### src/rtl/seq_div_unit_pkg.sv
// Shared EX-stage encodings for the divider and ALU.
// Operation, FSM state and width defaults live here.
package seq_div_unit_pkg;

    localparam int DIV_N = 32;

    typedef enum logic [1:0] {
        OP_DIV  = 2'b00,
        OP_DIVU = 2'b01,
        OP_REM  = 2'b10,
        OP_REMU = 2'b11
    } div_op_e;

    typedef enum logic [1:0] {
        S_IDLE = 2'b00,
        S_RUN  = 2'b01,
        S_DONE = 2'b10
    } div_state_e;

    localparam logic [3:0] ALU_SEL_ADD = 4'd0;
    localparam logic [3:0] ALU_SEL_SUB = 4'd1;
    localparam logic [3:0] ALU_SEL_DIV = 4'd8;

endpackage

### src/rtl/seq_div_unit_div_step.sv
// One radix-2 restoring iteration on {rem, quot}.
// Subtraction is N+1 bits wide so large unsigned divisors work.
import seq_div_unit_pkg::*;

module seq_div_unit_div_step #(
    parameter int N = DIV_N
) (
    input  logic [N-1:0] rem_i,
    input  logic [N-1:0] quot_i,
    input  logic [N-1:0] dvsr_i,
    output logic [N-1:0] rem_o,
    output logic [N-1:0] quot_o
);

    logic [N:0] shifted;
    logic [N:0] trial;

    always_comb begin
        shifted = {rem_i, quot_i[N-1]};
        trial   = shifted - {1'b0, dvsr_i};
        rem_o   = shifted[N-1:0];
        quot_o  = {quot_i[N-2:0], 1'b0};
        if (!trial[N]) begin
            rem_o     = trial[N-1:0];
            quot_o[0] = 1'b1;
        end
    end

endmodule

### src/rtl/seq_div_unit.sv
// RV32M DIV/DIVU/REM/REMU unit: restoring divider with a
// single-cycle path for divide-by-zero and signed overflow.
import seq_div_unit_pkg::*;

module seq_div_unit #(
    parameter int N     = DIV_N,
    parameter int CNT_W = 6
) (
    input  logic         clk,
    input  logic         rst,
    input  logic         start,
    input  logic [1:0]   op,
    input  logic [N-1:0] A,
    input  logic [N-1:0] B,
    input  logic         flush,
    output logic         busy,
    output logic         done,
    output logic [N-1:0] result,
    output logic         div_by_zero_flag,
    output logic         overflow_flag
);

    div_state_e state_q, state_d;
    logic [CNT_W-1:0] cnt_q, cnt_d;
    logic [N-1:0] rem_q, rem_d;
    logic [N-1:0] quot_q, quot_d;
    logic [N-1:0] dvsr_q, dvsr_d;
    logic [1:0] op_q, op_d;
    logic qsign_q, qsign_d;
    logic rsign_q, rsign_d;
    logic [N-1:0] result_q, result_d;
    logic dbz_q, dbz_d;
    logic ovf_q, ovf_d;

    logic [N-1:0] step_rem, step_quot;
    logic [N-1:0] quot_fix, rem_fix;
    logic [N-1:0] a_mag, b_mag;
    logic signed_op, b_zero, ovf_case;

    seq_div_unit_div_step #(.N(N)) u_step (
        .rem_i  (rem_q),
        .quot_i (quot_q),
        .dvsr_i (dvsr_q),
        .rem_o  (step_rem),
        .quot_o (step_quot)
    );

    always_comb begin
        signed_op = ~op[0];
        a_mag     = (signed_op && A[N-1]) ? -A : A;
        b_mag     = (signed_op && B[N-1]) ? -B : B;
        b_zero    = (B == '0);
        ovf_case  = signed_op
                  && (A == {1'b1, {(N-1){1'b0}}})
                  && (B == '1);
        quot_fix  = (qsign_q && !op_q[0]) ? -step_quot : step_quot;
        rem_fix   = (rsign_q && !op_q[0]) ? -step_rem : step_rem;
    end

    always_comb begin
        state_d  = state_q;
        cnt_d    = cnt_q;
        rem_d    = rem_q;
        quot_d   = quot_q;
        dvsr_d   = dvsr_q;
        op_d     = op_q;
        qsign_d  = qsign_q;
        rsign_d  = rsign_q;
        result_d = result_q;
        dbz_d    = dbz_q;
        ovf_d    = ovf_q;
        if (flush) begin
            state_d = S_IDLE;
        end else if (state_q == S_RUN) begin
            rem_d  = step_rem;
            quot_d = step_quot;
            cnt_d  = cnt_q + CNT_W'(1);
            if (cnt_q == CNT_W'(N - 1)) begin
                state_d  = S_DONE;
                cnt_d    = '0;
                result_d = op_q[1] ? rem_fix : quot_fix;
                dbz_d    = 1'b0;
                ovf_d    = 1'b0;
            end
        end else begin
            state_d = S_IDLE;
            if (start) begin
                op_d    = op;
                dvsr_d  = b_mag;
                qsign_d = A[N-1] ^ B[N-1];
                rsign_d = A[N-1];
                cnt_d   = '0;
                unique case (1'b1)
                    b_zero: begin
                        state_d  = S_DONE;
                        result_d = op[1] ? A : '1;
                        dbz_d    = 1'b1;
                        ovf_d    = 1'b0;
                    end
                    ovf_case: begin
                        state_d  = S_DONE;
                        result_d = op[1] ? '0 : A;
                        dbz_d    = 1'b0;
                        ovf_d    = 1'b1;
                    end
                    default: begin
                        state_d = S_RUN;
                        rem_d   = '0;
                        quot_d  = a_mag;
                    end
                endcase
            end
        end
    end

    always_ff @(posedge clk or posedge rst) begin
        if (rst) begin
            state_q  <= S_IDLE;
            cnt_q    <= '0;
            rem_q    <= '0;
            quot_q   <= '0;
            dvsr_q   <= '0;
            op_q     <= '0;
            qsign_q  <= 1'b0;
            rsign_q  <= 1'b0;
            result_q <= '0;
            dbz_q    <= 1'b0;
            ovf_q    <= 1'b0;
        end else begin
            state_q  <= state_d;
            cnt_q    <= cnt_d;
            rem_q    <= rem_d;
            quot_q   <= quot_d;
            dvsr_q   <= dvsr_d;
            op_q     <= op_d;
            qsign_q  <= qsign_d;
            rsign_q  <= rsign_d;
            result_q <= result_d;
            dbz_q    <= dbz_d;
            ovf_q    <= ovf_d;
        end
    end

    assign busy             = (state_q == S_RUN);
    assign done             = (state_q == S_DONE);
    assign result           = result_q;
    assign div_by_zero_flag = dbz_q;
    assign overflow_flag    = ovf_q;

endmodule

### config.mk
export PLATFORM = sky130hd
export DESIGN_NAME = seq_div_unit
export DESIGN_NICKNAME = d
export VERILOG_FILES = /design/src/rtl/seq_div_unit_pkg.sv /design/src/rtl/seq_div_unit_div_step.sv /design/src/rtl/seq_div_unit.sv
export SDC_FILE = /design/constraint.sdc
export NUM_CORES = 1
export LEC_CHECK = 0
export BUFFER_PORTS_ARGS = -buffer_cell sky130_fd_sc_hd__buf_4
export CORE_ASPECT_RATIO = 1.1
export CORE_MARGIN = 1
export CORE_UTILIZATION = 44
export CTS_CLUSTER_DIAMETER = 60
export DETAILED_ROUTE_END_ITERATION = 6
export GPL_TIMING_DRIVEN = 0
export PLACE_DENSITY = 0.63
export SLEW_MARGIN = 0
export SYNTH_ARGS = -nofsm -noshare
export SYNTH_HDL_FRONTEND = slang
export SYNTH_SLANG_ARGS = --single-unit
### constraint.sdc
create_clock -name clk -period 5.25 [get_ports clk]
set_input_delay 0.7875 -clock clk [delete_from_list [all_inputs] [get_ports clk]]
set_output_delay 0.7875 -clock clk [all_outputs]
set_load 0.05 [all_outputs]
# Yosys cells after proc, flatten, opt, wreduce, memory -nomap -nowiden

Index checks and enable logic that the tools add are counted.

Register bits: 142
Bits of input ports: 70
Output and inout bits: 36
Word-level logic and storage cells: 78

$add $sub $neg: 6
Equal/unequal tests: 8
Multiplexer cells: 34
Bitwise gates (word level): 4
Reductions and logical operators: 15

Operator list:

| operator               | number |
|---|---|
| $mux W32               | 17 |
| $neg A32 Y32           | 4 |
| $eq A32 B32 Y1 const B | 2 |
| $pmux W32 S2           | 1 |
| $sub A33 B32 Y33       | 1 |
| $logic_not A32 Y1      | 1 |
| $mux W6                | 3 |
| $mux W2                | 5 |
| $add A6 B1 Y6 const B  | 1 |
| $eq A6 B5 Y1 const B   | 1 |
| $logic_and A1 B1 Y1    | 6 |
| $mux W1                | 6 |
| $reduce_and A3 Y1      | 2 |
| $ne A2 B1 Y1 const B   | 2 |
| $pmux W1 S2            | 2 |
| $reduce_and A4 Y1      | 1 |
| $ne A3 B2 Y1 const B   | 1 |
| $not A1 Y1             | 3 |
| $reduce_bool A3 Y1     | 1 |
| $eq A2 B1 Y1 const B   | 1 |
| $eq A2 B2 Y1 const B   | 1 |
| $reduce_and A2 Y1      | 1 |
| $reduce_bool A2 Y1     | 1 |
| $reduce_or A2 Y1       | 1 |
| other kinds (2)        | 2 |

# Logic depth before layout (Yosys ltp)

Depth after elaboration: 8
Depth in mapped cells: 23
Depth with buffers taken out: 20

# Cells and area by module

Synthesis repeated with hierarchy kept, for this count alone.

Cells, all modules: 1,415
Area, all modules: 11,649.9 µm²

Modules (own cells, without submodules):

| module                | times used | cells each | area an instance (µm²) | seq. area each (µm²) |
|---|---|---|---|---|
| seq_div_unit          | 1          | 1,079      | 9,058.7                | 3,553.4 |
| seq_div_unit_div_step | 1          | 336        | 2,591.2                | 0.0 |

# Worst setup path after synthesis

No wires, ideal clock.

Path kind: register to register
Start: register quot_q[31]
End: register result_q[26], in the netlist result[26]
Arrival: 4,755 ps
Required time: 5,131 ps
Slack: 377 ps
Stages on the path, launching flop included: 23
Clock period less this slack: 4,873 ps
Cell sequence: dfrtp_1 -> inv_1 -> ha_1 -> inv_1 -> fa_1 -> a211oi_4 -> o31ai_4 -> o2111a_1 -> o2111a_1 -> nor3_1 -> buf_2 -> nor2_4 -> inv_1 -> clkbuf_1 -> buf_1 -> nor2_1 -> a21oi_1 -> ha_1 -> o2111ai_1 -> nor4_1 -> nand4b_1 -> mux2i_1 -> o21a_1

Word-level cells in the longest chain between the ends: 7
Elaborated cells between the ends (all ways): 10
Classes of those cells: 3 x add/sub; 7 x mux

Ends and longest elaborated chain:

| item                                | RTL line                               | RTL |
|---|---|---|
| start: declaration                  | seq_div_unit.sv:26                     | `logic [N-1:0] quot_q, quot_d;` |
| start signal: assignment            | seq_div_unit.sv:133                    | `quot_q <= quot_d;` |
| $sub A33 B32 Y33                    | seq_div_unit_div_step.sv:20            | `trial = shifted - {1'b0, dvsr_i};` |
| $mux W1 or $mux W32 (tied branches) | seq_div_unit_div_step.sv:23            | `if (!trial[N]) begin` |
| $neg A32 Y32 (on tied branches)     | seq_div_unit.sv:56, seq_div_unit.sv:57 |  |
| $mux W32 (on tied branches)         | seq_div_unit.sv:56, seq_div_unit.sv:57 |  |
| $mux W32 *                          | seq_div_unit.sv:81                     | `result_d = op_q[1] ? rem_fix : quot_fix;` |
| $mux W32 *                          | seq_div_unit.sv:78                     | `if (cnt_q == CNT_W'(N - 1)) begin` |
| $mux W32 *                          | seq_div_unit.sv:74                     | `end else if (state_q == S_RUN) begin` |
| end signal: assignment              | seq_div_unit.sv:138                    | `result_q <= result_d;` |
| end: declaration                    | seq_div_unit.sv:31                     | `logic [N-1:0] result_q, result_d;` |

Mark *: on every way between the ends. The rest lies on a longest branch, timed or not. The select of a mux whose other input is x is not followed.
A chain may end at the register's enable or synchronous reset.

# Worst setup path after layout

Start: register quot_q[31]
End: register result_q[31], in the netlist result[31]

Same word-level chain as after synthesis.

==> results.md <==
* Unique cell type count in the Yosys netlist at 81
* Mapped Cells at 1,553
* 1st-pass router iterations at 6
* Clock sinks at 142
* Lkg Pwr at 5.91 nW
* FF-to-FF path depth at 16
* Area share of the largest cell type after synthesis at 30.0%
* Die height at 174 um
* RR Startpoint: quot_q[31]$_DFFE_PP0P_
* WP data arrival at 5.39 ns
* Slew headroom at 27.8%
* Input/output buffers at 105
* Cell Chain, Critical Path: inv_1 > ha_1 > inv_1 > fa_2 > a211oi_4 > o31ai_4 > o2111a_2 > o2111a_2 > o21ai_1 > clkbuf_1 > a21boi_0 > a21oi_2 > nand2_1 > nor4b_1 > mux2i_1 > a211oi_1
* Cell family with most CP delay: compound AO/OA/AOI/OAI gates
* Gpl congestion at 0.970
* Final instance area at 0.0141 sq mm
* Clock Tree Root: clkbuf_16
* Yosys warns at 0
* Grt total ovfl at 0
* P_int at 0.00468 W
* RSZ-0062 raised after global routing: no
* Syn_nets at 1,662
* Wirelength, routed at 47,300 um
* # nets final at 1,797
* Top_reg_cell synth: dfrtp_1
* R2r endpoint: result[31]$_DFFE_PP0P_
* Initial Utilization at 45.1%
* Async SR Flop Fraction at 100%
* Top post-synthesis cells by count: o21ai_0 (206), nand2_1 (190), dfrtp_1 (142)
* Die area at 0.0276 sq mm
* CP Capture Type: flop
* Setup Skew at 0.0162 ns
* Syn-to-layout area delta at 18.5%
* Post-Syn Area at 0.0119 sq mm
* Placed Cells at 2,011
* Initial drt markers at 1,465
* Outcome: complete, no violations
* Maximum clock path buffer count at 2
* Clock power share at 13.1%
* Max Fclk at 0.197 GHz
* WP data required at 5.57 ns
* Ranking of synthesized cells by area: dfrtp_1 (30%), o21ai_0 (8.7%), nand2_1 (6.0%)
* Ant. Diodes at 0
* Comb pwr share at 68.8%
* Slowest cell on crit path: clkbuf_1
* Max-slew violation count at 0
* Tcrit/Tclk final at 96.6%
* Slowest stage delay, CP at 0.54 ns
* Share of cells above drive strength 1 at 12.2%
* Core area at 0.0263 sq mm
* Post-CTS Hold Buffers at 0
* H-tree depth at 4
* Cell area after placement at 0.0131 sq mm
* First-pass GRT wire length at 71,800 um
* Chip Width at 159 um
* Total CTS buffers at 17
* Final setup fails at 0
* Most common cell in the netlist: o21ai_0
* Synth Register Bits at 142
* Largest net degree at the start of global routing at 80
* Worst path buffer plus inverter count at 3
* Total Power at 0.0104 W
* Vias in the first global route at 12,107
* # DRC at 0
* Antenna violations before repair at 0
* FF-to-FF setup slack at 0.18 ns
* Switching power at 0.00569 W
* Clock latency on the worst-skew pair at 0.44 ns
* Max VDD drop at 0.441 mV
* Site Rows at 62
* Average wire per standard cell at 23.0 um
* Post-synthesis sequential area ratio at 30.0%
* IO Pins at 106
* Detail Placement HPWL at 37,100 um
* Fin cells at 2,053
* Startpoint Class: flop
* Tot GR Track Use at 35.0%
* CTS tree: yes
* CP Class: flop to flop
* PD cells at 738 mW/mm^2
* Vias at 12,706
* EDFF count, synth at 0
* Vias per cell at 6.19
* Post-route minimum period at 5.07 ns
* HP Class: input pin to async pin
* MaxCap Viol Count at 0
* Crit-path max FO at 10
* Worst-margin pin slew at 1.07 ns
* Largest area contributor in the synthesized netlist: dfrtp_1
* Seq pwr share at 18.0%
* Post-DRT Antenna Nets at 0
* Syn Area/Cell at 7.64 sq um
* Clock slew at reported path FFs at 0.07 ns
* Switching power share of the total at 54.9%
* Final Hold Fails at 0
[power by group through the flow]
| stage | clock [W] | combinational [W] | sequential (W) |
|---|---|---|---|
| floorplan | 0 | 0.00406 | 0.00215 |
| global placement | 0 | 0.00634 | 0.00186 |
| detailed placement | 0 | 0.00639 | 0.00187 |
| CTS | 0.00138 | 0.00669 | 0.00186 |
| global route | 0.00141 | 0.00761 | 0.00190 |
| finish | 0.00136 | 0.00714 | 0.00187 |
[per-layer routing]
layer	GRT usage, %	vias to the layer above	wire, um
li1	-	5890	-
met1	46.4	6127	20000
met2	53.0	564	21100
met3	8.80	125	4100
met4	16.1	0	2120
met5	0	-	0
[layout make-up]
type	instances	area (sq um)
multi-input combinational	1272	7930
clock buffer	17	425
buffer	83	392
fill	2557	12200
timing repair buffer	116	895
inverter	56	215
clock inverter	15	200
tap	352	440
sequential	142	3550
[cell families after synthesis]
family,Yosys count,share of synthesized area (%)
multiplexers,30,2.57
buffers and inverters,139,4.67
adder cells (fa/ha/maj),39,4.18
flip-flops,142,30.0
AND/OR/NAND/NOR,554,22.6
AO/OA/AOI/OAI,525,26.9
XOR/XNOR,124,9.16
[how the worst max path moves through the flow]
stage,start,to,cells past startpoint
after floorplan,quot_q[31]$_DFFE_PP0P_,result[26]$_DFFE_PP0P_,22
after global placement,quot_q[31]$_DFFE_PP0P_,result[26]$_DFFE_PP0P_,22
after detailed placement,quot_q[31]$_DFFE_PP0P_,result[30]$_DFFE_PP0P_,22
after CTS,quot_q[31]$_DFFE_PP0P_,result[16]$_DFFE_PP0P_,20
after global routing,quot_q[31]$_DFFE_PP0P_,result[31]$_DFFE_PP0P_,16
final,quot_q[31]$_DFFE_PP0P_,result[31]$_DFFE_PP0P_,16
[metrics by stage]
| stage | setup TNS [ns] | hold WS (ns) | utilization (%) | worst slack [ns] |
|---|---|---|---|---|
| after CTS | 0 | 0.452 | 52.9 | 0.0107 |
| after global routing | 0 | 0.491 | 53.4 | 0.0109 |
| after floorplan | 0 | 0.449 | - | 0.377 |
| final | 0 | 0.436 | 53.4 | 0.178 |
| after global placement | -189.46 | 0.468 | 49.8 | -1.54 |
| after detailed placement | -19.90 | 0.472 | 49.9 | -1.56 |
[registers in the layout (all words and copies together), names as in the netlist]
name / cells
quot_q: 32
state_q: 2
qsign_q: 1
op_q: 2
div_by_zero_flag: 1
cnt_q: 6
result: 32
rem_q: 32
overflow_flag: 1
dvsr_q: 32
rsign_q: 1
[what timing repair did]
action | CTS | global route
pin swaps | 3 | 11
endpoints found under the setup margin | 20 | 20
setup buffers | 3 | 7
hold endpoints to repair | 0 | 0
gates resized for setup | 29 | 22
[layout by cell type, fill, tap and decap left out, types with 6 or more instances in the layout]
cell type and count:
nor4_1 17, buf_1 6, nand3_1 21, o22ai_1 9
nor2b_1 14, or3_1 37, o31ai_1 25, and2_1 17
o21ai_0 202, buf_4 116, a21o_1 15, inv_1 53
nor2_1 131, dfrtp_1 142, o21ai_1 10, nor3_1 40
o211ai_1 13, or4_1 10, xnor2_1 57, a211oi_1 16
nand2_1 190, o41ai_1 11, nand2b_1 21, a21oi_1 128
a31oi_1 20, o21a_1 10, clkbuf_16 17, xor2_1 65
mux2i_1 25, ha_1 37, clkbuf_1 63, a2111oi_0 6
nand4_1 20
(Power assumes the default switching activity.)
